$ cat src/rtl/nibble_parity_rx.sv
// Purpose : receives a 7-bit serial frame (start, d3..d0, parity, stop) into a nibble, flags parity/framing errors.
// Latency : dout/dvalid/par_err/frm_err update on the stop-bit sampling edge; dvalid is a 1-cycle pulse.
// Backpressure: none; sin is consumed only on bit_en strobes. Optional err_cnt counter via `define NPR_ERR_CNT_EN.
module nibble_parity_rx #(
  parameter bit ODD_PAR = 1'b0
) (
  input  logic       clk,
  input  logic       rst_n,
  input  logic       sin,
  input  logic       bit_en,
  output logic [3:0] dout,
  output logic       dvalid,
  output logic       par_err,
  output logic       frm_err,
  output logic       busy,
  output logic [7:0] err_cnt
);

  typedef enum logic [1:0] {
    IDLE = 2'd0,
    DATA = 2'd1,
    PAR  = 2'd2,
    STOP = 2'd3
  } state_t;

  state_t     state;
  logic [1:0] bit_cnt;
  logic [3:0] shreg;
  logic       par_bit;

  // Parity and stop-bit verdicts for the frame that completes on this strobe.
  logic par_bad;
  logic stop_bad;
  assign par_bad  = ((^shreg) ^ par_bit) != ODD_PAR;
  assign stop_bad = ~sin;

  // Frame FSM: walks start/data/parity/stop on strobes and registers the frame result.
  always_ff @(posedge clk) begin
    if (!rst_n) begin
      state   <= IDLE;
      bit_cnt <= 2'd0;
      shreg   <= 4'd0;
      par_bit <= 1'b0;
      dout    <= 4'd0;
      dvalid  <= 1'b0;
      par_err <= 1'b0;
      frm_err <= 1'b0;
    end else begin
      // Result flags are only meaningful alongside dvalid, so they drop with it.
      dvalid  <= 1'b0;
      par_err <= 1'b0;
      frm_err <= 1'b0;
      if (bit_en) begin
        case (state)
          IDLE: begin
            if (!sin) begin
              state   <= DATA;
              bit_cnt <= 2'd0;
            end
          end
          DATA: begin
            shreg   <= {shreg[2:0], sin};
            bit_cnt <= bit_cnt + 2'd1;
            if (bit_cnt == 2'd3) begin
              state <= PAR;
            end
          end
          PAR: begin
            par_bit <= sin;
            state   <= STOP;
          end
          STOP: begin
            // Always return to IDLE, even on a bad stop bit, so a 0 on the
            // very next strobe is taken as a fresh start bit.
            state   <= IDLE;
            dout    <= shreg;
            dvalid  <= 1'b1;
            par_err <= par_bad;
            frm_err <= stop_bad;
          end
          default: state <= IDLE;
        endcase
      end
    end
  end

  assign busy = (state != IDLE);

`ifdef NPR_ERR_CNT_EN
  logic [7:0] err_cnt_q;
  logic       frame_bad;
  assign frame_bad = bit_en && (state == STOP) && (par_bad || stop_bad);

  // Saturating errored-frame counter; a frame with both errors counts once.
  always_ff @(posedge clk) begin
    if (!rst_n) begin
      err_cnt_q <= 8'd0;
    end else if (frame_bad && (err_cnt_q != 8'hFF)) begin
      err_cnt_q <= err_cnt_q + 8'd1;
    end
  end

  assign err_cnt = err_cnt_q;
`else
  assign err_cnt = 8'd0;
`endif

endmodule

$ cat config.mk
export PLATFORM = sky130hd
export DESIGN_NAME = nibble_parity_rx
export DESIGN_NICKNAME = d
export VERILOG_FILES = /design/src/rtl/nibble_parity_rx.sv
export SDC_FILE = /design/constraint.sdc
export NUM_CORES = 1
export LEC_CHECK = 0
export CORE_MARGIN = 10
export CORE_UTILIZATION = 35
export DETAILED_ROUTE_END_ITERATION = 10
export PLACE_DENSITY_LB_ADDON = 0.25
export SLEW_MARGIN = 0
export SYNTH_ARGS = -nofsm -noshare
export SYNTH_HDL_FRONTEND = slang
export SYNTH_SLANG_ARGS = --single-unit
$ cat constraint.sdc
create_clock -name clk -period 4.8 [get_ports clk]
set_clock_uncertainty 0.15 [all_clocks]
set_input_delay 1.2 -clock clk [delete_from_list [all_inputs] [get_ports clk]]
set_output_delay 1.2 -clock clk [all_outputs]
set_load 0.01 [all_outputs]
After elaboration in Yosys (flattened, before gate mapping)
Cells that the tools add are included.
{"block": "totals", "reg_bits": 16, "inputBits": 4, "output_inout_bits": 16, "elab_cells": 34}
{"block": "op_classes", "addsub": 1, "eq_ne": 6, "muxes": 6, "bitwise_logic": 2, "reduce_logical": 11}
{"op": "$reduce_and 3->1", "n": 3}
{"op": "$pmux 2 s4", "n": 1}
{"op": "$reduce_and 2->1", "n": 4}
{"op": "$eq 2x2->1 const B", "n": 3}
{"op": "$mux 2", "n": 3}
{"op": "$ne 2x2->1 const B", "n": 2}
{"op": "$pmux 2 s2", "n": 1}
{"op": "$reduce_bool 2->1", "n": 2}
{"op": "$reduce_xor 4->1", "n": 1}
{"op": "$add 2x1->2 const B", "n": 1}
{"op": "$eq 2x1->1 const B", "n": 1}
{"op": "$logic_not 2->1", "n": 1}
{"op": "$mux 1", "n": 1}
{"op": "$not 1->1", "n": 1}
{"op": "$xor 1x1->1", "n": 1}

Depth between registers and ports, before layout
{"block": "logic_depth", "depth_word": 3, "mapped_depth": 6, "mapped_depth_nobuf": 6}

Least setup slack after synthesis
No wires, ideal clock.
{"block": "synth_path", "kind": "in2reg", "startpoint": "in sin", "endpoint": "reg bit_cnt[0]", "t_arrival_ns": 1.932, "required_ns": 4.580, "path_slack_ns": 2.648, "path_stages": 4, "path_buffers": 0, "path_cell_list": "and2b_1 o21ai_2 or3b_1 a21boi_1"}
{"block": "synth_via", "elab_chain_cells": 2}
{"item": "start, declared", "line_no": "9", "text": "input logic sin,"}
{"item": "$ne 2x2->1 (no source line)"}
{"item": "$reduce_and 3->1 (no source line)"}
{"item": "end signal, assigned", "line_no": "63", "text": "bit_cnt <= bit_cnt + 2'd1;"}
{"item": "end, declared", "line_no": "27", "text": "logic [1:0] bit_cnt;"}
No other way between the ends.
A chain may end at the register's enable or synchronous reset.

Worst setup path after layout
{"block": "layout_path", "startpoint": "reg state[0]", "endpoint": "out busy"}
{"block": "layout_via", "elab_chain_cells": 1}
{"item": "start, declared", "line_no": "26", "text": "state_t state;"}
{"item": "start signal, assigned", "line_no": "40", "text": "state <= IDLE;"}
{"item": "start signal, assigned", "line_no": "57", "text": "state <= DATA;"}
{"item": "start signal, assigned", "line_no": "65", "text": "state <= PAR;"}
{"item": "$reduce_bool 2->1", "line_no": "87", "text": "assign busy = (state != IDLE);"}
{"item": "end, declared", "line_no": "15", "text": "output logic busy,"}
No other way between the ends.

==> results.md <==
- Placed cells: roughly 130
- Switching Share: 0.247
- I/O pin count: 20
- DRT Pass-1 Iters: 4
- Endpoint class of the critical path: output pin
- Worst VDD drop: between 0.0001 and 0.00015 V
- RSZ-0062 raised after global routing: no
- Comb power frac: 0.136
- Clock slew at reported path FFs: ~0.09 ns
- Die W: around 67 um
- Final wirelength: between 1000 and 1500 um
- Tmin final: just under 3 ns
- Nets: approximately 120
- WS Path Type: reg2out
- TritonCTS buffer count: 3
- Largest net degree at the start of global routing: 17
- Initial antenna violation count: 0
- Layout area overhead: 17.6%
- H-tree depth: 1
- Period utilisation layout: 0.617
- Commonest non-fill, non-tap cells in the layout: dfxtp_1 (16), nand2_1 (15), nand3_1 (11), clkdlybuf4s50_1 (11), a21oi_1 (9)
- Maxcap violations: 0
- Measured slew at the worst slew-check pin: approximately 0.53 ns
- Net Sw Power: between 0.06 and 0.07 mW
- Final setup violating endpoints: 0
- Cell Int Power: 0.196 mW
- DPL Wire Length: 1120 um
- GR Overflow Total: 0
- Warnings from Yosys: 0
- Sequential fraction of the synthesis area: 0.407
- Top cells by area, synth: dfxtp_1 (41%), ha_1 (11%), buf_4 (7.6%)
- Port bufs: 11
- Yosys reg bits: 16
- Global-route wire length before repair: 2330 um
- Avg Cell Area, Syn: around 8.6 um2
- Final-layout fill cell count: between 200 and 250
- Row count: 17
- Yosys cell types: 23
- Total GRT Usage: 0.0660
- TritonCTS clock tree: yes
- CP Max Fanout: 4
- Core region area: about 2200 um2
- Fin. Hold Viols: 0
- Post-CTS Setup Bufs: 0
- Max-slew violation count: 0
- Critical path required time: between 3 and 4 ns
- CTS root buf: clkbuf_4
- Share of the synthesized area in the top cell type: 0.407
- Yosys top cell by area: dfxtp_1
- Drt wl/cell: around 11 um
- Vias per cell: around 4.6
- Final ANT Viol Nets: 0
- Initial Utilization: 0.363
- Share of cells above drive strength 1: 0.0481
- Area occupied by multi-input gates: slightly above 400 um2
- Sequential share of power: 0.531
- CTS Hold Bufs: 0
- Latest clock arrival within the worst-skew pair: 0.28 ns
- WP data arrival: between 1.5 and 2 ns
- HP Class: reg2reg
- ANT cells: 0
- Bufs on Longest Clock Path: 2
- Final TNS setup: 0 ns
- Vias in the first global route: 534
- Leading cell type in the layout, fill and taps excluded: dfxtp_1
- Die area: 4550 um2
- Final instance count without filler cells: 132
- DRT iter0 DRCs: 13
- Static Leakage: about 0.37 nW
- Storage cell area: roughly 320 um2
- Clock share of power: 0.333
- Via count: 604
- GPL Wtd Cong: 0.772
- Die Ht: 67.4 um
- Pwr Density: 280 nW/um2
- Outcome: completed
- Worst slew margin: 0.645
- Crit start category: flip-flop
- Post-route DRC violation count: 0
- Syn Inst Count: 92
- Clock Sinks: 16
- Max frequency: between 300 and 400 MHz
- WHS: 0.309 ns
- Cell Area, Synth: between 700 and 800 um2
- Post-cts gate resize count: 0
## cell usage after synthesis
cell type  count
o21ai_2        1
clkbuf_1       1
xor2_1         1
nand2b_1       1
a21boi_0       1
and2b_1        2
o2111ai_1      1
dfxtp_1       16
nor2_1         3
nand3_1       11
buf_4          8
a211oi_1       1
ha_1           7
or3b_1         1
buf_2          1
conb_1         1
inv_1          5
xnor2_1        3
mux2i_1        1
nor3_1         1
a21oi_1        9
nand2_1       15
a21boi_1       1
## power groups by stage
| stage | Combinational (mW) | Sequential (mW) | Clock (mW) |
|---|---|---|---|
| 2_1_floorplan | 0.0292 | 0.140 | 0 |
| 3_3_place_gp | 0.0345 | 0.141 | 0 |
| 3_5_place_dp | 0.0350 | 0.141 | 0 |
| 4_1_cts | 0.0352 | 0.138 | 0.0904 |
| 5_1_grt | 0.0405 | 0.139 | 0.0962 |
| 6_report | 0.0353 | 0.138 | 0.0865 |
## area by class of cell
| type | count | share of cell area |
|---|---|---|
| Clock buffer | 4 | 0.0392 |
| Inverter | 5 | 0.0203 |
| Multi-Input combinational cell | 68 | 0.438 |
| Sequential cell | 16 | 0.346 |
| Tap cell | 28 | 0.0378 |
| Timing Repair Buffer | 11 | 0.119 |
## layer usage
metal,share of wire,track usage,vias to the layer above
li1,-,-,311
met1,0.46,0.0792,274
met2,0.46,0.103,17
met3,0.066,0.0132,2
met4,0.019,0.0462,0
met5,0,0,-
## cell families after synthesis
group | after synthesis | synth area share
AOI/OAI and AO/OA | 14 | 0.108
xor gates and xnor gates | 4 | 0.0445
adders and majority gates | 7 | 0.111
buffers and inverters | 15 | 0.111
DFF | 16 | 0.407
muxes | 1 | 0.0127
other | 1 | 0.00476
and+or+nand+nor | 34 | 0.200
## metrics by stage
step	util	worst slack [ns]	total power [mW]	cell area, um2
after global placement	0.410	1.96	0.175	890
final	0.427	1.84	0.260	926
after CTS	0.427	1.81	0.264	926
after floorplan	-	2.65	0.170	813
after global routing	0.427	1.70	0.275	926
after detailed placement	0.410	1.93	0.176	890
## registers in the layout, indices dropped and copies added, names as in the netlist
register	flops
bit_cnt	2
dvalid	1
dout	4
par_bit	1
par_err	1
state	2
frm_err	1
shreg	4
## worst max-delay path, cell delays in order (launching register included)
cell	delay (ns)
dfxtp_1	0.40
inv_1	0.11
ha_1	0.25
inv_1	0.06
clkdlybuf4s50_1	0.52
## path summary, 6_finish.rpt
path             from         end  slack [ns]  cells past startpoint
max          state[0]        busy        1.84                      4
min           dout[3]     dout[3]        0.31                      2
min reg2reg   dout[3]     dout[3]        0.31                      2
max reg2reg  state[0]  bit_cnt[0]        3.03                      6
No activity file was read; power rests on OpenSTA's default activity.
